### src/rtl/alu_pkg.sv
// Shared definitions for the arbitrated ALU: op codes, op width and FSM states.
package alu_pkg;

    localparam int unsigned OP_W = 3;

    localparam logic [OP_W-1:0] ALU_OP_AND     = 3'b000;
    localparam logic [OP_W-1:0] ALU_OP_OR      = 3'b001;
    localparam logic [OP_W-1:0] ALU_OP_ADD     = 3'b010;
    localparam logic [OP_W-1:0] ALU_OP_ILLEGAL = 3'b011;
    localparam logic [OP_W-1:0] ALU_OP_ANDN    = 3'b100;
    localparam logic [OP_W-1:0] ALU_OP_ORN     = 3'b101;
    localparam logic [OP_W-1:0] ALU_OP_SUB     = 3'b110;
    localparam logic [OP_W-1:0] ALU_OP_SLTU    = 3'b111;

    typedef enum logic [1:0] {
        StIdle,
        StExec,
        StResp
    } state_e;

endpackage

### src/rtl/alu_arbiter_if.sv
// Two request channels and one response channel of the arbitrated ALU.
interface alu_arbiter_if
    import alu_pkg::*;
#(
    parameter int unsigned CNT_W = 16
);
    logic              req0_valid;
    logic              req0_ready;
    logic [31:0]       req0_a;
    logic [31:0]       req0_b;
    logic [OP_W-1:0]   req0_op;

    logic              req1_valid;
    logic              req1_ready;
    logic [31:0]       req1_a;
    logic [31:0]       req1_b;
    logic [OP_W-1:0]   req1_op;

    logic              rsp_valid;
    logic              rsp_ready;
    logic [31:0]       rsp_result;
    logic              rsp_zero;
    logic              rsp_id;
    logic              rsp_err;
    logic [CNT_W-1:0]  ops_done;

    modport master (
        output req0_valid, req0_a, req0_b, req0_op,
        output req1_valid, req1_a, req1_b, req1_op,
        output rsp_ready,
        input  req0_ready, req1_ready,
        input  rsp_valid, rsp_result, rsp_zero, rsp_id, rsp_err, ops_done
    );

    modport slave (
        input  req0_valid, req0_a, req0_b, req0_op,
        input  req1_valid, req1_a, req1_b, req1_op,
        input  rsp_ready,
        output req0_ready, req1_ready,
        output rsp_valid, rsp_result, rsp_zero, rsp_id, rsp_err, ops_done
    );

endinterface

### src/rtl/alu.sv
// Combinational 32-bit ALU; the illegal code simply yields zero here.
module alu
    import alu_pkg::*;
(
    input  logic [31:0]     a,
    input  logic [31:0]     b,
    input  logic [OP_W-1:0] alucont,
    output logic [31:0]     result,
    output logic            zero
);

    always_comb begin
        result = '0;
        case (alucont)
            ALU_OP_AND:  result = a & b;
            ALU_OP_OR:   result = a | b;
            ALU_OP_ADD:  result = a + b;
            ALU_OP_ANDN: result = a & ~b;
            ALU_OP_ORN:  result = a | ~b;
            ALU_OP_SUB:  result = a - b;
            ALU_OP_SLTU: result = {31'b0, (a < b)};
            default:     result = '0;
        endcase
        zero = (result == '0);
    end

endmodule

### src/rtl/alu_arbiter.sv
// Round-robin arbiter feeding one shared ALU; one op in flight, registered response.
module alu_arbiter
    import alu_pkg::*;
#(
    parameter int unsigned CNT_W = 16
) (
    input  logic          clk,
    input  logic          rst_n,
    alu_arbiter_if.slave  bus
);

    state_e            state_q, state_d;
    logic              last_grant_q;
    logic [31:0]       a_q, b_q;
    logic [OP_W-1:0]   op_q;
    logic              id_q;
    logic [31:0]       result_q;
    logic              zero_q, err_q, rsp_id_q;
    logic [CNT_W-1:0]  cnt_q;

    logic              grant;
    logic              gnt0, gnt1, accept, rsp_hs;
    logic [31:0]       alu_result;
    logic              alu_zero;
    logic              illegal;

    // On a tie the requester not granted last wins.
    always_comb begin
        if (bus.req0_valid && bus.req1_valid) begin
            grant = ~last_grant_q;
        end else begin
            grant = bus.req1_valid;
        end
        gnt0   = rst_n && (state_q == StIdle) && bus.req0_valid && !grant;
        gnt1   = rst_n && (state_q == StIdle) && bus.req1_valid && grant;
        accept = gnt0 || gnt1;
        rsp_hs = (state_q == StResp) && bus.rsp_ready;
    end

    always_comb begin
        state_d = state_q;
        unique case (state_q)
            StIdle:  if (accept) state_d = StExec;
            StExec:  state_d = StResp;
            StResp:  if (bus.rsp_ready) state_d = StIdle;
            default: state_d = StIdle;
        endcase
    end

    always_ff @(posedge clk or negedge rst_n) begin
        if (!rst_n) begin
            state_q <= StIdle;
        end else begin
            state_q <= state_d;
        end
    end

    alu u_alu (
        .a       (a_q),
        .b       (b_q),
        .alucont (op_q),
        .result  (alu_result),
        .zero    (alu_zero)
    );

    assign illegal = (op_q == ALU_OP_ILLEGAL);

    always_ff @(posedge clk or negedge rst_n) begin
        if (!rst_n) begin
            last_grant_q <= 1'b1;
            a_q          <= '0;
            b_q          <= '0;
            op_q         <= '0;
            id_q         <= 1'b0;
            result_q     <= '0;
            zero_q       <= 1'b0;
            err_q        <= 1'b0;
            rsp_id_q     <= 1'b0;
            cnt_q        <= '0;
        end else begin
            if (accept) begin
                a_q          <= grant ? bus.req1_a  : bus.req0_a;
                b_q          <= grant ? bus.req1_b  : bus.req0_b;
                op_q         <= grant ? bus.req1_op : bus.req0_op;
                id_q         <= grant;
                last_grant_q <= grant;
            end
            // Illegal op is forced to a zero result with error flagged.
            if (state_q == StExec) begin
                result_q <= illegal ? '0 : alu_result;
                zero_q   <= illegal ? 1'b1 : alu_zero;
                err_q    <= illegal;
                rsp_id_q <= id_q;
            end
            if (rsp_hs) begin
                cnt_q <= cnt_q + 1'b1;
            end
        end
    end

    assign bus.req0_ready = gnt0;
    assign bus.req1_ready = gnt1;
    assign bus.rsp_valid  = (state_q == StResp);
    assign bus.rsp_result = result_q;
    assign bus.rsp_zero   = zero_q;
    assign bus.rsp_id     = rsp_id_q;
    assign bus.rsp_err    = err_q;
    assign bus.ops_done   = cnt_q;

endmodule

### src/flat_wrapper.sv
// flat-port wrapper written by rule: the top's interface ports become plain ports
module alu_arbiter_flat import alu_pkg::*;
#(
    parameter int unsigned CNT_W = 16
)
  (clk, rst_n, bus_req0_valid, bus_req0_a, bus_req0_b, bus_req0_op, bus_req1_valid, bus_req1_a, bus_req1_b, bus_req1_op, bus_rsp_ready, bus_req0_ready, bus_req1_ready, bus_rsp_valid, bus_rsp_result, bus_rsp_zero, bus_rsp_id, bus_rsp_err, bus_ops_done);
  alu_arbiter_if #(.CNT_W(CNT_W)) bus_i ();
  input  logic clk;
  input  logic rst_n;
  input wire logic [$bits(bus_i.req0_valid)-1:0] bus_req0_valid;
  input wire logic [$bits(bus_i.req0_a)-1:0] bus_req0_a;
  input wire logic [$bits(bus_i.req0_b)-1:0] bus_req0_b;
  input wire logic [$bits(bus_i.req0_op)-1:0] bus_req0_op;
  input wire logic [$bits(bus_i.req1_valid)-1:0] bus_req1_valid;
  input wire logic [$bits(bus_i.req1_a)-1:0] bus_req1_a;
  input wire logic [$bits(bus_i.req1_b)-1:0] bus_req1_b;
  input wire logic [$bits(bus_i.req1_op)-1:0] bus_req1_op;
  input wire logic [$bits(bus_i.rsp_ready)-1:0] bus_rsp_ready;
  output wire logic [$bits(bus_i.req0_ready)-1:0] bus_req0_ready;
  output wire logic [$bits(bus_i.req1_ready)-1:0] bus_req1_ready;
  output wire logic [$bits(bus_i.rsp_valid)-1:0] bus_rsp_valid;
  output wire logic [$bits(bus_i.rsp_result)-1:0] bus_rsp_result;
  output wire logic [$bits(bus_i.rsp_zero)-1:0] bus_rsp_zero;
  output wire logic [$bits(bus_i.rsp_id)-1:0] bus_rsp_id;
  output wire logic [$bits(bus_i.rsp_err)-1:0] bus_rsp_err;
  output wire logic [$bits(bus_i.ops_done)-1:0] bus_ops_done;
  assign bus_i.req0_valid = bus_req0_valid;
  assign bus_i.req0_a = bus_req0_a;
  assign bus_i.req0_b = bus_req0_b;
  assign bus_i.req0_op = bus_req0_op;
  assign bus_i.req1_valid = bus_req1_valid;
  assign bus_i.req1_a = bus_req1_a;
  assign bus_i.req1_b = bus_req1_b;
  assign bus_i.req1_op = bus_req1_op;
  assign bus_i.rsp_ready = bus_rsp_ready;
  assign bus_req0_ready = bus_i.req0_ready;
  assign bus_req1_ready = bus_i.req1_ready;
  assign bus_rsp_valid = bus_i.rsp_valid;
  assign bus_rsp_result = bus_i.rsp_result;
  assign bus_rsp_zero = bus_i.rsp_zero;
  assign bus_rsp_id = bus_i.rsp_id;
  assign bus_rsp_err = bus_i.rsp_err;
  assign bus_ops_done = bus_i.ops_done;
  alu_arbiter #(.CNT_W(CNT_W)) u_core (.clk(clk), .rst_n(rst_n), .bus(bus_i));
endmodule
### config.mk
export PLATFORM = sky130hd
export DESIGN_NAME = alu_arbiter_flat
export DESIGN_NICKNAME = d
export VERILOG_FILES = /design/src/rtl/alu_pkg.sv /design/src/rtl/alu_arbiter_if.sv /design/src/rtl/alu.sv /design/src/rtl/alu_arbiter.sv /design/src/flat_wrapper.sv
export SDC_FILE = /design/constraint.sdc
export NUM_CORES = 1
export LEC_CHECK = 0
export BUFFER_PORTS_ARGS = -buffer_cell sky130_fd_sc_hd__buf_2
export CAP_MARGIN = 20
export CORE_MARGIN = 3
export CORE_UTILIZATION = 49
export DETAILED_ROUTE_END_ITERATION = 8
export GPL_TIMING_DRIVEN = 0
export PLACE_DENSITY = 0.72
export REMOVE_ABC_BUFFERS = 1
export SLEW_MARGIN = 30
export SYNTH_ARGS = -nofsm -noshare
export SYNTH_HDL_FRONTEND = slang
export SYNTH_HIERARCHICAL = 1
export SYNTH_SLANG_ARGS = --single-unit
### constraint.sdc
create_clock -name clk -period 11.9 [get_ports clk]
set_clock_uncertainty 0.15 [all_clocks]
set_input_delay 1.785 -clock clk [delete_from_list [all_inputs] [get_ports clk]]
set_output_delay 1.785 -clock clk [all_outputs]
set_load 0.02 [all_outputs]
==> flow_summary.html, run 1 <==
<table>
<tr><th>Metric</th><th>Value</th></tr>
<tr><th colspan="2">CTS</th></tr>
<tr><td>Maximum buffer depth of the clock tree</td><td>2</td></tr>
<tr><td>Inserted Clock Buffers</td><td>17</td></tr>
<tr><td>Clk root buf</td><td>sky130_fd_sc_hd__clkbuf_16</td></tr>
<tr><td>Post-CTS Hold Buffers</td><td>0</td></tr>
<tr><td>Clock insertion delay at the later pin of the skew report</td><td>430 ps</td></tr>
<tr><td>TritonCTS clock tree</td><td>done</td></tr>
<tr><td>Clock sink count</td><td>122</td></tr>
<tr><td>Setup repair bufs after CTS</td><td>0</td></tr>
<tr><td>Clk pin slew, worst setup/hold paths</td><td>60 ps</td></tr>
<tr><td>H-tree levels</td><td>4</td></tr>
<tr><td>Post-CTS Resized</td><td>0</td></tr>
<tr><th colspan="2">Timing</th></tr>
<tr><td>Accumulated negative setup slack</td><td>0 ps</td></tr>
<tr><td>Slew at the pin closest to its max-slew limit</td><td>1044 ps</td></tr>
<tr><td>Final setup violation count</td><td>0</td></tr>
<tr><td>RSZ-0062 raised after global routing</td><td>false</td></tr>
<tr><td>Share of the clock period used by the worst path after layout</td><td>43.71%</td></tr>
<tr><td>Number of failing hold endpoints at the final stage</td><td>0</td></tr>
<tr><td>Minimum clock period after layout</td><td>5201 ps</td></tr>
<tr><td>Highest clock rate</td><td>192.3 MHz</td></tr>
<tr><td>Worst relative slew slack</td><td>30.34%</td></tr>
<tr><td>Pins Over Slew Limit</td><td>0</td></tr>
<tr><td>Final critical-path setup slack</td><td>6699 ps</td></tr>
<tr><th colspan="2">Routing</th></tr>
<tr><td>Number of antenna-violating nets in the routed design</td><td>0</td></tr>
<tr><td>Detailed-route wire length</td><td>30.48 mm</td></tr>
<tr><td>Routed length per placed instance</td><td>18.64 um</td></tr>
<tr><td>Pre-Repair DR Iteration Count</td><td>5</td></tr>
<tr><td>Routed vias</td><td>9799</td></tr>
<tr><td>Initial drt markers</td><td>772</td></tr>
<tr><td>Post-route DRC</td><td>0</td></tr>
<tr><td>Average via count per standard cell</td><td>5.993</td></tr>
<tr><th colspan="2">Logic synthesis</th></tr>
<tr><td>Number of flops mapped to enable cells by yosys</td><td>0</td></tr>
<tr><td>Post-synthesis async set-or-reset flop share</td><td>100.0%</td></tr>
<tr><td>Synth Cell Area</td><td>10390 um2</td></tr>
<tr><td>XOR/XNOR Fraction of Synth Area</td><td>5.140%</td></tr>
<tr><td>Count of state elements after synthesis</td><td>122</td></tr>
<tr><td>Biggest area contributors in the synthesized netlist</td><td>sky130_fd_sc_hd__dfrtp_1, sky130_fd_sc_hd__ha_1, sky130_fd_sc_hd__mux2i_1</td></tr>
<tr><td>Top FF cell, synth</td><td>sky130_fd_sc_hd__dfrtp_1</td></tr>
<tr><td>Fraction of the mapped netlist area in compound gates</td><td>24.53%</td></tr>
<tr><td>Synth warnings</td><td>6</td></tr>
<tr><td>Mean instance size in the synthesized netlist</td><td>8.569 um2</td></tr>
<tr><td>Mux cell area share after synthesis</td><td>7.476%</td></tr>
<tr><td>Post-synthesis instance total</td><td>1213</td></tr>
<tr><td>Unique masters post-synth</td><td>87</td></tr>
<tr><td>Adder-cell area share of the yosys netlist</td><td>10.11%</td></tr>
<tr><td>Most common cell in the synthesized netlist</td><td>sky130_fd_sc_hd__a21oi_1</td></tr>
<tr><td>Dominant combinational cell family by area after synthesis</td><td>compound AO/OA/AOI/OAI gates</td></tr>
<tr><td>Most frequent cells after synthesis</td><td>sky130_fd_sc_hd__a21oi_1, sky130_fd_sc_hd__nor2_1, sky130_fd_sc_hd__dfrtp_1</td></tr>
<tr><td>Synth Area in Simple Gates</td><td>15.99%</td></tr>
<tr><td>Sequential-to-total area share from yosys stat</td><td>29.38%</td></tr>
<tr><td>Cell type contributing the most total cell area after synthesis</td><td>sky130_fd_sc_hd__dfrtp_1</td></tr>
<tr><td>Fraction of post-synthesis cell area in the top cell type by area</td><td>29.13%</td></tr>
<tr><th colspan="2">Critical path</th></tr>
<tr><td>Reg-to-reg startpoint</td><td>u_core/op_q[0]$_DFFE_PN0P_</td></tr>
<tr><td>Critical path endpoint category</td><td>output port</td></tr>
<tr><td>Worst EP arrival</td><td>3270 ps</td></tr>
<tr><td>Maximum net fanout on the critical path</td><td>77</td></tr>
<tr><td>Worst setup endpoint</td><td>bus_req0_ready</td></tr>
<tr><td>Worst r2r path cells</td><td>13</td></tr>
<tr><td>Origin of the worst setup path</td><td>rst_n</td></tr>
<tr><td>End of the worst register-to-register path</td><td>u_core/bus.rsp_zero$_DFFE_PN0N_</td></tr>
<tr><td>Crit path required time</td><td>9970 ps</td></tr>
<tr><td>Flop-to-flop setup slack</td><td>6730 ps</td></tr>
<tr><td>Startpoint kind of the worst setup timing path</td><td>input port</td></tr>
<tr><td>WS Path Type</td><td>input port to output port</td></tr>
<tr><th colspan="2">Outcome</th></tr>
<tr><td>Result of the run</td><td>complete, no violations</td></tr>
<tr><th colspan="2">Power</th></tr>
<tr><td>Maximum vdd ir drop</td><td>0.0001147 V</td></tr>
<tr><td>Internal power contribution</td><td>1.928 mW</td></tr>
<tr><td>Switching power total</td><td>2.095 mW</td></tr>
<tr><td>Clock network fraction of design power</td><td>13.5%</td></tr>
<tr><td>Logic gate share of total power</td><td>67.0%</td></tr>
<tr><td>PD cells</td><td>332.7 nW/um2</td></tr>
<tr><td>Sequential group share of total power</td><td>19.5%</td></tr>
<tr><td>Net Sw Frac</td><td>52.08%</td></tr>
<tr><td>Reported leakage power</td><td>5.622 nW</td></tr>
<tr><td>Sum of internal, switching and leakage power</td><td>4.023 mW</td></tr>
<tr><th colspan="2">Layout</th></tr>
<tr><td>Post-layout net count</td><td>1557</td></tr>
<tr><td>Diode insertion count for antenna repair</td><td>0</td></tr>
<tr><td>Number of filler cells placed in the layout</td><td>1889</td></tr>
<tr><td>Post-Layout Cell Count</td><td>1635</td></tr>
<tr><td>Share of final-layout standard cells stronger than drive strength 1</td><td>19.56%</td></tr>
<tr><td>Area grow syn2layout</td><td>16.35%</td></tr>
<tr><th colspan="2">GRT</th></tr>
<tr><td>Pin count of the biggest net entering global routing</td><td>78</td></tr>
<tr><td>Via count of the first global-routing pass</td><td>9167</td></tr>
<tr><td>Global-route usage over all layers</td><td>26.30%</td></tr>
<tr><td>Global-route congestion overflow total</td><td>0</td></tr>
<tr><td>Number of antenna violations at the first check in global routing</td><td>0</td></tr>
<tr><td>First-pass GRT wire length</td><td>48.10 mm</td></tr>
<tr><th colspan="2">Placement</th></tr>
<tr><td>Worst slack, placed</td><td>6647 ps</td></tr>
<tr><td>Routability-driven placement congestion ratio</td><td>0.9726</td></tr>
<tr><td>Port Buffer Count</td><td>192</td></tr>
<tr><td>Number of placed cells counting well taps</td><td>1603</td></tr>
<tr><td>Placed wire-length estimate after detailed placement</td><td>22.66 mm</td></tr>
<tr><th colspan="2">Floorplanning</th></tr>
<tr><td>Die Ht</td><td>151.6 um</td></tr>
<tr><td>Site row count</td><td>52</td></tr>
<tr><td>Total Die Area</td><td>22990 um2</td></tr>
<tr><td>Core area</td><td>20560 um2</td></tr>
<tr><td>DIE WIDTH</td><td>151.6 um</td></tr>
<tr><td>Count of boundary I/O pins</td><td>193</td></tr>
<tr><td>Starting density of the core</td><td>50.55%</td></tr>
<tr><th colspan="2">Worst hold path</th></tr>
<tr><td>Worst hold path class</td><td>register to register</td></tr>
<tr><th colspan="2">Run</th></tr>
<tr><td>Reported max-cap violation count</td><td>0</td></tr>
</table>
state kept, by name (all words and copies together) (netlist names), 2 cells and up:
| register | cells |
|---|---|
| u_core/op_q | 3 |
| u_core/bus.rsp_result | 32 |
| u_core/b_q | 32 |
| u_core/state_q | 2 |
| u_core/a_q | 32 |
| u_core/bus.ops_done | 16 |
stage by stage:
stage                     utilization (%)  instance area (um2)  hold WS [ps]
final                               58.82                12090         321.9
after global routing                58.82                12090         345.3
after CTS                           58.82                12090         327.6
after detailed placement            55.88                11490         321.6
after global placement              54.44                11190         304.2
after floorplan                         -                 9894         289.5
placed cells by master, fill, tap and decap left out, types with 8 or more instances in the layout:
master and instances:
sky130_fd_sc_hd__a211o_1 12, sky130_fd_sc_hd__a211oi_1 11, sky130_fd_sc_hd__a21o_1 22, sky130_fd_sc_hd__a21oi_1 131, sky130_fd_sc_hd__a22o_1 36, sky130_fd_sc_hd__a31oi_1 9, sky130_fd_sc_hd__and2_1 8, sky130_fd_sc_hd__and3_1 11
sky130_fd_sc_hd__buf_2 191, sky130_fd_sc_hd__clkbuf_16 17, sky130_fd_sc_hd__dfrtp_1 119, sky130_fd_sc_hd__ha_1 64, sky130_fd_sc_hd__inv_1 70, sky130_fd_sc_hd__maj3_1 21, sky130_fd_sc_hd__mux2i_1 75, sky130_fd_sc_hd__nand2_1 55
sky130_fd_sc_hd__nand3_1 20, sky130_fd_sc_hd__nand4_1 20, sky130_fd_sc_hd__nor2_1 129, sky130_fd_sc_hd__nor2b_1 14, sky130_fd_sc_hd__nor3_1 20, sky130_fd_sc_hd__nor4_1 12, sky130_fd_sc_hd__o211ai_1 13, sky130_fd_sc_hd__o21a_1 9
sky130_fd_sc_hd__o21ai_0 39, sky130_fd_sc_hd__o22ai_1 11, sky130_fd_sc_hd__o31ai_1 11, sky130_fd_sc_hd__xnor2_1 27, sky130_fd_sc_hd__xor2_1 34
area by class of cell:
cell class | count | area, um2 | area share [%]
Clock buffer | 17 | 425.4 | 3.518
Clock inverter | 15 | 177.7 | 1.469
Inverter | 71 | 266.5 | 2.204
Multi-Input combinational cell | 937 | 6605 | 54.62
Sequential cell | 122 | 3059 | 25.30
Tap cell | 270 | 337.8 | 2.794
Timing Repair Buffer | 203 | 1221 | 10.10
power groups by stage:
stage / logic, mW / registers (mW) / clock network, mW
floorplan: 1.83 / 0.822 / 0
global placement: 2.55 / 0.816 / 0
detailed placement: 2.61 / 0.791 / 0
CTS: 2.63 / 0.785 / 0.553
global route: 2.93 / 0.813 / 0.573
finish: 2.70 / 0.783 / 0.544
kinds of logic after synthesis:
family                   count (synthesis)
AND/OR/NAND/NOR                        335
adder cells (fa/ha/maj)                 87
XOR/XNOR                                61
buffers and inverters                  154
multiplexers                            77
flip-flops                             122
AO/OA/AOI/OAI                          377
worst min-delay path by stage:
| stage | from | to | slack, ps | cells past startpoint |
|---|---|---|---|---|
| floorplan | u_core/id_q$_DFFE_PN0P_ | u_core/bus.rsp_id$_DFFE_PN0N_ | 290 | 2 |
| global placement | u_core/id_q$_DFFE_PN0P_ | u_core/bus.rsp_id$_DFFE_PN0N_ | 300 | 2 |
| detailed placement | u_core/bus.rsp_id$_DFFE_PN0N_ | u_core/bus.rsp_id$_DFFE_PN0N_ | 320 | 2 |
| CTS | u_core/bus.rsp_id$_DFFE_PN0N_ | u_core/bus.rsp_id$_DFFE_PN0N_ | 330 | 2 |
| global route | u_core/bus.rsp_id$_DFFE_PN0N_ | u_core/bus.rsp_id$_DFFE_PN0N_ | 350 | 2 |
| finish | u_core/bus.rsp_id$_DFFE_PN0N_ | u_core/bus.rsp_id$_DFFE_PN0N_ | 320 | 2 |
worst max-delay path, cell delays in order:
cell and delay (ps):
sky130_fd_sc_hd__buf_8 280, sky130_fd_sc_hd__buf_16 350, sky130_fd_sc_hd__nor3b_2 400, sky130_fd_sc_hd__nand2_1 130, sky130_fd_sc_hd__nor2_1 90, sky130_fd_sc_hd__buf_2 160
per-layer routing:
layer	share of wire [%]	GRT usage [%]	vias to the layer above
met4	1.4	7.547	0
li1	-	-	4719
met2	46	42.00	378
met5	0	0	-
met1	46	37.08	4662
met3	7.2	4.045	40
No activity file was read; power rests on OpenSTA's default activity.
==> run 2, diff against run 1 <==
ABC_AREA = 1   (was default)
PLACE_DENSITY = 0.71   (was 0.72)
clock period = 4.8 ns   (was 11.9 ns; I/O delays follow)
==> run 2 against run 1 <==
  * Area after synthesis increased by 16%
  * Core utilization fell by 1.3 points
  * Cell count rose by 49%
  * Sequential power grew to 2.6 times the previous value
  * Critical path type is now register to register
  * Routed wire length up 27%
==> flow_summary.html, run 2 <==
<table>
<tr><th>Metric</th><th>Value</th></tr>
<tr><th colspan="2">Outcome</th></tr>
<tr><td>Result of the run</td><td>complete, no violations (unchanged)</td></tr>
<tr><th colspan="2">Critical path</th></tr>
<tr><td>Flop-to-flop setup slack</td><td>950 ps (was 6730 ps)</td></tr>
<tr><td>WS Path Type</td><td>register to register (was input port to output port)</td></tr>
<tr><td>Crit path required time</td><td>5010 ps (was 9970 ps)</td></tr>
<tr><td>Worst EP arrival</td><td>4060 ps (was 3270 ps)</td></tr>
<tr><td>End of the worst register-to-register path</td><td>u_core/bus.rsp_zero$_DFFE_PN0N_ (unchanged)</td></tr>
<tr><td>Reg-to-reg startpoint</td><td>u_core/op_q[0]$_DFFE_PN0P_ (unchanged)</td></tr>
<tr><td>Worst setup endpoint</td><td>u_core/bus.rsp_zero$_DFFE_PN0N_ (was bus_req0_ready)</td></tr>
<tr><td>Maximum net fanout on the critical path</td><td>35 (was 77)</td></tr>
<tr><td>Origin of the worst setup path</td><td>u_core/op_q[0]$_DFFE_PN0P_ (was rst_n)</td></tr>
<tr><td>Critical path endpoint category</td><td>register (was output port)</td></tr>
<tr><td>Startpoint kind of the worst setup timing path</td><td>register (was input port)</td></tr>
<tr><td>Worst r2r path cells</td><td>11 (was 13)</td></tr>
<tr><th colspan="2">CTS</th></tr>
<tr><td>Maximum buffer depth of the clock tree</td><td>2 (unchanged)</td></tr>
<tr><td>Post-CTS Hold Buffers</td><td>0 (unchanged)</td></tr>
<tr><td>Inserted Clock Buffers</td><td>17 (unchanged)</td></tr>
<tr><td>Clock insertion delay at the later pin of the skew report</td><td>430 ps (about the same)</td></tr>
<tr><td>Clock sink count</td><td>122 (unchanged)</td></tr>
<tr><td>H-tree levels</td><td>4 (unchanged)</td></tr>
<tr><td>Clk root buf</td><td>sky130_fd_sc_hd__clkbuf_16 (unchanged)</td></tr>
<tr><td>Post-CTS Resized</td><td>0 (unchanged)</td></tr>
<tr><td>Clk pin slew, worst setup/hold paths</td><td>60 ps (about the same)</td></tr>
<tr><td>TritonCTS clock tree</td><td>done (unchanged)</td></tr>
<tr><td>Setup repair bufs after CTS</td><td>0 (unchanged)</td></tr>
<tr><th colspan="2">Timing</th></tr>
<tr><td>Slew at the pin closest to its max-slew limit</td><td>1006 ps (was 1044 ps)</td></tr>
<tr><td>Final critical-path setup slack</td><td>951.1 ps (was 6699 ps)</td></tr>
<tr><td>Final setup violation count</td><td>0 (unchanged)</td></tr>
<tr><td>Number of failing hold endpoints at the final stage</td><td>0 (unchanged)</td></tr>
<tr><td>Minimum clock period after layout</td><td>3849 ps</td></tr>
<tr><td>RSZ-0062 raised after global routing</td><td>false (unchanged)</td></tr>
<tr><td>Pins Over Slew Limit</td><td>0 (unchanged)</td></tr>
<tr><td>Worst relative slew slack</td><td>32.84% (was 30.34%)</td></tr>
<tr><td>Share of the clock period used by the worst path after layout</td><td>80.19%</td></tr>
<tr><td>Accumulated negative setup slack</td><td>0 ps (unchanged)</td></tr>
<tr><td>Highest clock rate</td><td>259.8 MHz</td></tr>
<tr><th colspan="2">Layout</th></tr>
<tr><td>Final core area utilization</td><td>57.53% (was 58.82%)</td></tr>
<tr><td>Post-layout net count</td><td>2313 (was 1557)</td></tr>
<tr><td>Area grow syn2layout</td><td>13.63% (was 16.35%)</td></tr>
<tr><td>Share of final-layout standard cells stronger than drive strength 1</td><td>13.63% (was 19.56%)</td></tr>
<tr><td>Diode insertion count for antenna repair</td><td>0 (unchanged)</td></tr>
<tr><td>Commonest cells after routing, fill and taps aside</td><td>sky130_fd_sc_hd__nand2_1, sky130_fd_sc_hd__inv_1, sky130_fd_sc_hd__nor2_1, sky130_fd_sc_hd__buf_2, sky130_fd_sc_hd__o21ai_0 (was sky130_fd_sc_hd__buf_2, sky130_fd_sc_hd__a21oi_1, sky130_fd_sc_hd__nor2_1, sky130_fd_sc_hd__dfrtp_1, sky130_fd_sc_hd__mux2i_1)</td></tr>
<tr><td>Commonest non-fill, non-tap cell in the layout</td><td>sky130_fd_sc_hd__nand2_1 (was sky130_fd_sc_hd__buf_2)</td></tr>
<tr><th colspan="2">Logic synthesis</th></tr>
<tr><td>Synth Cell Area</td><td>12100 um2 (was 10390 um2)</td></tr>
<tr><td>Number of flops mapped to enable cells by yosys</td><td>0 (unchanged)</td></tr>
<tr><td>Most frequent cells after synthesis</td><td>sky130_fd_sc_hd__nand2_1, sky130_fd_sc_hd__inv_1, sky130_fd_sc_hd__nor2_1 (was sky130_fd_sc_hd__a21oi_1, sky130_fd_sc_hd__nor2_1, sky130_fd_sc_hd__dfrtp_1)</td></tr>
<tr><td>Synth warnings</td><td>6 (unchanged)</td></tr>
<tr><td>Most common cell in the synthesized netlist</td><td>sky130_fd_sc_hd__nand2_1 (was sky130_fd_sc_hd__a21oi_1)</td></tr>
<tr><td>Top FF cell, synth</td><td>sky130_fd_sc_hd__dfrtp_1 (unchanged)</td></tr>
<tr><td>Post-synthesis instance total</td><td>1967 (was 1213)</td></tr>
<tr><td>Cell type contributing the most total cell area after synthesis</td><td>sky130_fd_sc_hd__dfrtp_1 (unchanged)</td></tr>
<tr><td>Unique masters post-synth</td><td>46 (was 87)</td></tr>
<tr><td>Biggest area contributors in the synthesized netlist</td><td>sky130_fd_sc_hd__dfrtp_1, sky130_fd_sc_hd__nand2_1, sky130_fd_sc_hd__inv_1 (was sky130_fd_sc_hd__dfrtp_1, sky130_fd_sc_hd__ha_1, sky130_fd_sc_hd__mux2i_1)</td></tr>
<tr><td>Mean instance size in the synthesized netlist</td><td>6.150 um2 (was 8.569 um2)</td></tr>
<tr><td>Count of state elements after synthesis</td><td>122 (unchanged)</td></tr>
<tr><td>Fraction of post-synthesis cell area in the top cell type by area</td><td>25.03% (was 29.13%)</td></tr>
<tr><td>Post-synthesis async set-or-reset flop share</td><td>100.0% (unchanged)</td></tr>
<tr><td>Sequential-to-total area share from yosys stat</td><td>25.25% (was 29.38%)</td></tr>
<tr><th colspan="2">Placement</th></tr>
<tr><td>Worst slack, placed</td><td>1032 ps (was 6647 ps)</td></tr>
<tr><td>Placed wire-length estimate after detailed placement</td><td>30.20 mm (was 22.66 mm)</td></tr>
<tr><td>Routability-driven placement congestion ratio</td><td>0.9945 (was 0.9726)</td></tr>
<tr><td>Port Buffer Count</td><td>192 (unchanged)</td></tr>
<tr><th colspan="2">Floorplanning</th></tr>
<tr><td>Core area</td><td>23890 um2 (was 20560 um2)</td></tr>
<tr><td>Starting density of the core</td><td>50.63% (was 50.55%)</td></tr>
<tr><td>Count of boundary I/O pins</td><td>193 (unchanged)</td></tr>
<tr><td>Die Ht</td><td>163.1 um (was 151.6 um)</td></tr>
<tr><td>DIE WIDTH</td><td>163.1 um (was 151.6 um)</td></tr>
<tr><td>Site row count</td><td>56 (was 52)</td></tr>
<tr><td>Total Die Area</td><td>26610 um2 (was 22990 um2)</td></tr>
<tr><th colspan="2">GRT</th></tr>
<tr><td>Pin count of the biggest net entering global routing</td><td>134 (was 78)</td></tr>
<tr><td>Via count of the first global-routing pass</td><td>11480 (was 9167)</td></tr>
<tr><td>Global-route usage over all layers</td><td>29.26% (was 26.30%)</td></tr>
<tr><td>Number of antenna violations at the first check in global routing</td><td>0 (unchanged)</td></tr>
<tr><td>First-pass GRT wire length</td><td>60.92 mm (was 48.10 mm)</td></tr>
<tr><td>Global-route congestion overflow total</td><td>0 (unchanged)</td></tr>
<tr><th colspan="2">Routing</th></tr>
<tr><td>Routed vias</td><td>12640 (was 9799)</td></tr>
<tr><td>Average via count per standard cell</td><td>5.180 (was 5.993)</td></tr>
<tr><td>Initial drt markers</td><td>993 (was 772)</td></tr>
<tr><td>Detailed-route wire length</td><td>38.60 mm (was 30.48 mm)</td></tr>
<tr><td>Pre-Repair DR Iteration Count</td><td>5 (unchanged)</td></tr>
<tr><td>Number of antenna-violating nets in the routed design</td><td>0 (unchanged)</td></tr>
<tr><td>Routed length per placed instance</td><td>15.82 um (was 18.64 um)</td></tr>
<tr><td>Post-route DRC</td><td>0 (unchanged)</td></tr>
<tr><th colspan="2">Power</th></tr>
<tr><td>Sum of internal, switching and leakage power</td><td>11.95 mW (was 4.023 mW)</td></tr>
<tr><td>PD cells</td><td>869.5 nW/um2 (was 332.7 nW/um2)</td></tr>
<tr><td>Maximum vdd ir drop</td><td>0.0005767 V (was 0.0001147 V)</td></tr>
<tr><td>Reported leakage power</td><td>7.561 nW (was 5.622 nW)</td></tr>
<tr><th colspan="2">Worst hold path</th></tr>
<tr><td>Worst hold path class</td><td>input port to asynchronous set/reset pin (was register to register)</td></tr>
<tr><th colspan="2">Run</th></tr>
<tr><td>Reported max-cap violation count</td><td>0 (unchanged)</td></tr>
</table>
## run 2: cells by family (layout without fill, tap and decap cells)
logic type,count (synthesis),in the layout,synth area share (%)
DFF,122,122,25.25
xor gates and xnor gates,40,40,2.896
buffers and inverters,390,544,13.44
AOI/OAI and AO/OA,315,315,15.74
adders and majority gates,66,66,6.951
and+or+nand+nor,1034,1034,35.73
## run 2: how the worst min path moves through the flow
| stage | from | end | slack, ps | cells past startpoint |
|---|---|---|---|---|
| finish | rst_n | u_core/bus.rsp_id$_DFFE_PN0N_ | 30 | 1 |
| global route | rst_n | u_core/bus.rsp_id$_DFFE_PN0N_ | 60 | 1 |
| CTS | rst_n | u_core/id_q$_DFFE_PN0P_ | 50 | 1 |
| detailed placement | u_core/last_grant_q$_DFFE_PN1P_ | u_core/last_grant_q$_DFFE_PN1P_ | 310 | 2 |
| global placement | u_core/last_grant_q$_DFFE_PN1P_ | u_core/last_grant_q$_DFFE_PN1P_ | 300 | 2 |
| floorplan | rst_n | u_core/a_q[0]$_DFFE_PN0P_ | 270 | 0 |
## run 2: worst max-delay path, cell delays in order (launching register included)
cell and delay (ps):
sky130_fd_sc_hd__dfrtp_2 830, sky130_fd_sc_hd__inv_1 150, sky130_fd_sc_hd__nand3_2 230, sky130_fd_sc_hd__inv_1 490, sky130_fd_sc_hd__nand3_1 260, sky130_fd_sc_hd__nand4_1 190
sky130_fd_sc_hd__nor2_1 140, sky130_fd_sc_hd__nand4_1 270, sky130_fd_sc_hd__nor2_1 270, sky130_fd_sc_hd__nand3_1 160, sky130_fd_sc_hd__nor2_1 410, sky130_fd_sc_hd__o22a_1 210
## run 2: power by group
part | switching [mW] | internal [mW] | total [mW]
combinational | 5.75 | 2.75 | 8.50
clock | 0.526 | 0.872 | 1.40
sequential | 0.587 | 1.47 | 2.06
total | 6.86 | 5.09 | 12.0
## run 2: cell type report
class / instances / area [um2]
clock buffer: 18 / 429.2
clock inverter: 14 / 197.7
fill: 2427 / 10150
inverter: 318 / 1196
multi-input combinational: 1455 / 7438
sequential: 122 / 3059
tap: 319 / 399.1
timing repair buffer: 194 / 1026
## run 2: layer usage
| layer | up-vias | share of wire, % | wire length, um | GRT usage, % |
|---|---|---|---|---|
| met5 | - | 0 | 0 | 0 |
| met1 | 5718 | 47 | 18020 | 43.06 |
| li1 | 6442 | - | - | - |
| met4 | 0 | 1.9 | 725 | 7.228 |
| met3 | 37 | 9.0 | 3477 | 5.402 |
| met2 | 443 | 42 | 16380 | 44.33 |
## run 2: through the flow
step	instances	hold slack, ps	area [um2]
6_report	2440	25.82	13750
5_1_grt	2440	58.19	13750
4_1_cts	2440	45.81	13750
3_5_place_dp	2408	305.7	13120
3_3_place_gp	2406	301.2	13030
2_1_floorplan	1895	274.4	11660
==> run 3, diff against run 2 <==
PLACE_DENSITY = 0.73   (was 0.71)
clock period = 3.5 ns   (was 4.8 ns; I/O delays follow)
==> run 3 against run 2 <==
  * Critical path depth is 6 higher
  * Core utilization is 0.11 points lower
  * Fmax is 11% higher
  * Non-clock buffer count is 2 higher
  * Routed wire length is 4.5% higher
  * Sequential share of layout area is 0.052 points higher
  * Via count is 1.4% higher
  * Register-to-register slack worse by 920 ps
==> flow_summary.html, run 3 (synthesis results as in run 2) <==
<table>
<tr><th>Metric</th><th>Value</th></tr>
<tr><th colspan="2">Outcome</th></tr>
<tr><td>Result of the run</td><td>complete, no violations (unchanged)</td></tr>
<tr><th colspan="2">Timing</th></tr>
<tr><td>Final critical-path setup slack</td><td>26.91 ps (was 951.1 ps)</td></tr>
<tr><td>Minimum clock period after layout</td><td>3473 ps (was 3849 ps)</td></tr>
<tr><td>Slew at the pin closest to its max-slew limit</td><td>805.3 ps (was 1006 ps)</td></tr>
<tr><td>Share of the clock period used by the worst path after layout</td><td>99.23% (was 80.19%)</td></tr>
<tr><td>Pins Over Slew Limit</td><td>0 (unchanged)</td></tr>
<tr><td>Number of failing hold endpoints at the final stage</td><td>0 (unchanged)</td></tr>
<tr><td>Highest clock rate</td><td>287.9 MHz (was 259.8 MHz)</td></tr>
<tr><td>RSZ-0062 raised after global routing</td><td>true (was false)</td></tr>
<tr><td>Worst relative slew slack</td><td>46.31% (was 32.84%)</td></tr>
<tr><td>Final setup violation count</td><td>0 (unchanged)</td></tr>
<tr><th colspan="2">Routing</th></tr>
<tr><td>Initial drt markers</td><td>1176 (was 993)</td></tr>
<tr><td>Number of antenna-violating nets in the routed design</td><td>0 (unchanged)</td></tr>
<tr><td>Pre-Repair DR Iteration Count</td><td>6 (was 5)</td></tr>
<tr><td>Routed length per placed instance</td><td>16.52 um (was 15.82 um)</td></tr>
<tr><td>Routed vias</td><td>12820 (was 12640)</td></tr>
<tr><td>Detailed-route wire length</td><td>40.35 mm (was 38.60 mm)</td></tr>
<tr><td>Post-route DRC</td><td>0 (unchanged)</td></tr>
<tr><td>Average via count per standard cell</td><td>5.246 (was 5.180)</td></tr>
<tr><th colspan="2">Floorplanning</th></tr>
<tr><td>Site row count</td><td>56 (unchanged)</td></tr>
<tr><td>Count of boundary I/O pins</td><td>193 (unchanged)</td></tr>
<tr><td>Die Ht</td><td>163.1 um (unchanged)</td></tr>
<tr><td>DIE WIDTH</td><td>163.1 um (unchanged)</td></tr>
<tr><td>Total Die Area</td><td>26610 um2 (unchanged)</td></tr>
<tr><td>Starting density of the core</td><td>50.63% (unchanged)</td></tr>
<tr><td>Core area</td><td>23890 um2 (unchanged)</td></tr>
<tr><th colspan="2">Critical path</th></tr>
<tr><td>Crit path required time</td><td>3710 ps (was 5010 ps)</td></tr>
<tr><td>Worst EP arrival</td><td>3680 ps (was 4060 ps)</td></tr>
<tr><td>Flop-to-flop setup slack</td><td>30 ps (was 950 ps)</td></tr>
<tr><td>Startpoint kind of the worst setup timing path</td><td>register (unchanged)</td></tr>
<tr><td>Maximum net fanout on the critical path</td><td>5 (was 35)</td></tr>
<tr><td>WS Path Type</td><td>register to register (unchanged)</td></tr>
<tr><td>Critical path endpoint category</td><td>register (unchanged)</td></tr>
<tr><th colspan="2">Layout</th></tr>
<tr><td>Storage cell area</td><td>3060 um2 (was 3059 um2)</td></tr>
<tr><td>Diode insertion count for antenna repair</td><td>0 (unchanged)</td></tr>
<tr><td>Post-layout net count</td><td>2316 (was 2313)</td></tr>
<tr><td>Commonest cells after routing, fill and taps aside</td><td>sky130_fd_sc_hd__nand2_1, sky130_fd_sc_hd__inv_1, sky130_fd_sc_hd__nor2_1, sky130_fd_sc_hd__buf_2, sky130_fd_sc_hd__o21ai_0 (unchanged)</td></tr>
<tr><td>Share of final-layout standard cells stronger than drive strength 1</td><td>13.84% (was 13.63%)</td></tr>
<tr><td>Commonest non-fill, non-tap cell in the layout</td><td>sky130_fd_sc_hd__nand2_1 (unchanged)</td></tr>
<tr><td>Number of filler cells placed in the layout</td><td>2430 (was 2427)</td></tr>
<tr><td>Area taken by multi-input logic gates</td><td>7451 um2 (was 7438 um2)</td></tr>
<tr><td>Area grow syn2layout</td><td>13.42% (was 13.63%)</td></tr>
<tr><th colspan="2">GRT</th></tr>
<tr><td>Pin count of the biggest net entering global routing</td><td>134 (unchanged)</td></tr>
<tr><td>Number of antenna violations at the first check in global routing</td><td>0 (unchanged)</td></tr>
<tr><td>Global-route congestion overflow total</td><td>0 (unchanged)</td></tr>
<tr><td>First-pass GRT wire length</td><td>62.25 mm (was 60.92 mm)</td></tr>
<tr><td>Global-route usage over all layers</td><td>30.13% (was 29.26%)</td></tr>
<tr><td>Via count of the first global-routing pass</td><td>11590 (was 11480)</td></tr>
<tr><th colspan="2">CTS</th></tr>
<tr><td>TritonCTS clock tree</td><td>done (unchanged)</td></tr>
<tr><td>H-tree levels</td><td>4 (unchanged)</td></tr>
<tr><td>Clock sink count</td><td>122 (unchanged)</td></tr>
<tr><td>Inserted Clock Buffers</td><td>17 (unchanged)</td></tr>
<tr><td>Clock insertion delay at the later pin of the skew report</td><td>430 ps (about the same)</td></tr>
<tr><td>Setup repair bufs after CTS</td><td>0 (unchanged)</td></tr>
<tr><td>Clk root buf</td><td>sky130_fd_sc_hd__clkbuf_16 (unchanged)</td></tr>
<tr><td>Clk pin slew, worst setup/hold paths</td><td>60 ps (about the same)</td></tr>
<tr><td>Maximum buffer depth of the clock tree</td><td>2 (unchanged)</td></tr>
<tr><th colspan="2">Placement</th></tr>
<tr><td>Placed wire-length estimate after detailed placement</td><td>31.58 mm (was 30.20 mm)</td></tr>
<tr><td>Port Buffer Count</td><td>192 (unchanged)</td></tr>
<tr><td>Routability-driven placement congestion ratio</td><td>0.9613 (was 0.9945)</td></tr>
<tr><td>Worst slack, placed</td><td>-229.5 ps (was 1032 ps)</td></tr>
<tr><th colspan="2">Worst hold path</th></tr>
<tr><td>Worst hold path class</td><td>input port to register (was input port to asynchronous set/reset pin)</td></tr>
<tr><th colspan="2">Run</th></tr>
<tr><td>Reported max-cap violation count</td><td>0 (unchanged)</td></tr>
</table>
## run 3: metrics by stage
stage / util, % / hold WS [ps] / std cells / TNS (ps) / area [um2]
3_3_place_gp: 54.51 / 303.3 / 2406 / -129550 / 13030
2_1_floorplan: - / 79.41 / 1895 / 0 / 11660
5_1_grt: 57.42 / 204.9 / 2443 / -147.0 / 13720
6_report: 57.42 / 170.6 / 2443 / 0 / 13720
3_5_place_dp: 54.91 / 303.4 / 2408 / -473.7 / 13120
4_1_cts: 57.39 / 158.0 / 2443 / 0 / 13710
## run 3: timing repair
| action | CTS | global route |
|---|---|---|
| hold buffers | 2 | 0 |
| endpoints found under the hold margin | 53 | 0 |
| cloned | 1 | 0 |
| resized for setup | 5 | 2 |
| setup endpoints to repair | 1 | 60 |
| pin swaps | 1 | 1 |
## run 3: routing by layer
layer  wire [um]  vias to the layer above  track usage (%)
li1            -                     6443                -
met1       19190                     5883            44.33
met2       17410                      459            46.63
met3        3199                       31            5.174
met4         548                        0            5.959
met5           0                        -                0
## run 3: worst max-delay path, cell delays in order (launching register included)
cell and delay, ps:
sky130_fd_sc_hd__dfrtp_1 380, sky130_fd_sc_hd__inv_1 80, sky130_fd_sc_hd__ha_1 240, sky130_fd_sc_hd__fa_1 370
sky130_fd_sc_hd__inv_1 180, sky130_fd_sc_hd__nand3_1 100, sky130_fd_sc_hd__nand3_1 170, sky130_fd_sc_hd__nand2_1 90
sky130_fd_sc_hd__nand2_2 100, sky130_fd_sc_hd__nand2_1 90, sky130_fd_sc_hd__nand3_2 110, sky130_fd_sc_hd__nand3_1 90
sky130_fd_sc_hd__nand3_2 170, sky130_fd_sc_hd__nand4_1 280, sky130_fd_sc_hd__nor2_1 230, sky130_fd_sc_hd__nand3_1 180
sky130_fd_sc_hd__nor2_4 220, sky130_fd_sc_hd__o22a_1 160
## run 3: final timing paths
check	start	end	cells after the start
worst max-delay path	u_core/a_q[0]$_DFFE_PN0P_	u_core/bus.rsp_zero$_DFFE_PN0N_	17
worst min-delay path	bus_rsp_ready	u_core/state_q[1]$_DFFE_PN0P_	2
worst max register to register	u_core/a_q[0]$_DFFE_PN0P_	u_core/bus.rsp_zero$_DFFE_PN0N_	17
worst min register to register	u_core/last_grant_q$_DFFE_PN1P_	u_core/last_grant_q$_DFFE_PN1P_	2
max in group asynchronous	rst_n	u_core/op_q[2]$_DFFE_PN0P_	3
min in group asynchronous	rst_n	u_core/a_q[0]$_DFFE_PN0P_	3
## run 3: final cells by class
cell class	instances	share of cell area (%)
timing repair inverter	1	0.05472
clock inverter	11	0.5472
multi-input combinational	1455	54.31
clock buffer	21	3.356
timing repair buffer	196	7.752
sequential	122	22.31
inverter	318	8.764
tap	319	2.909
Power of run 3 is left out: the tool's default activity adds up to more than one toggle a clock period on the data nets, which glitch-free logic cannot reach.
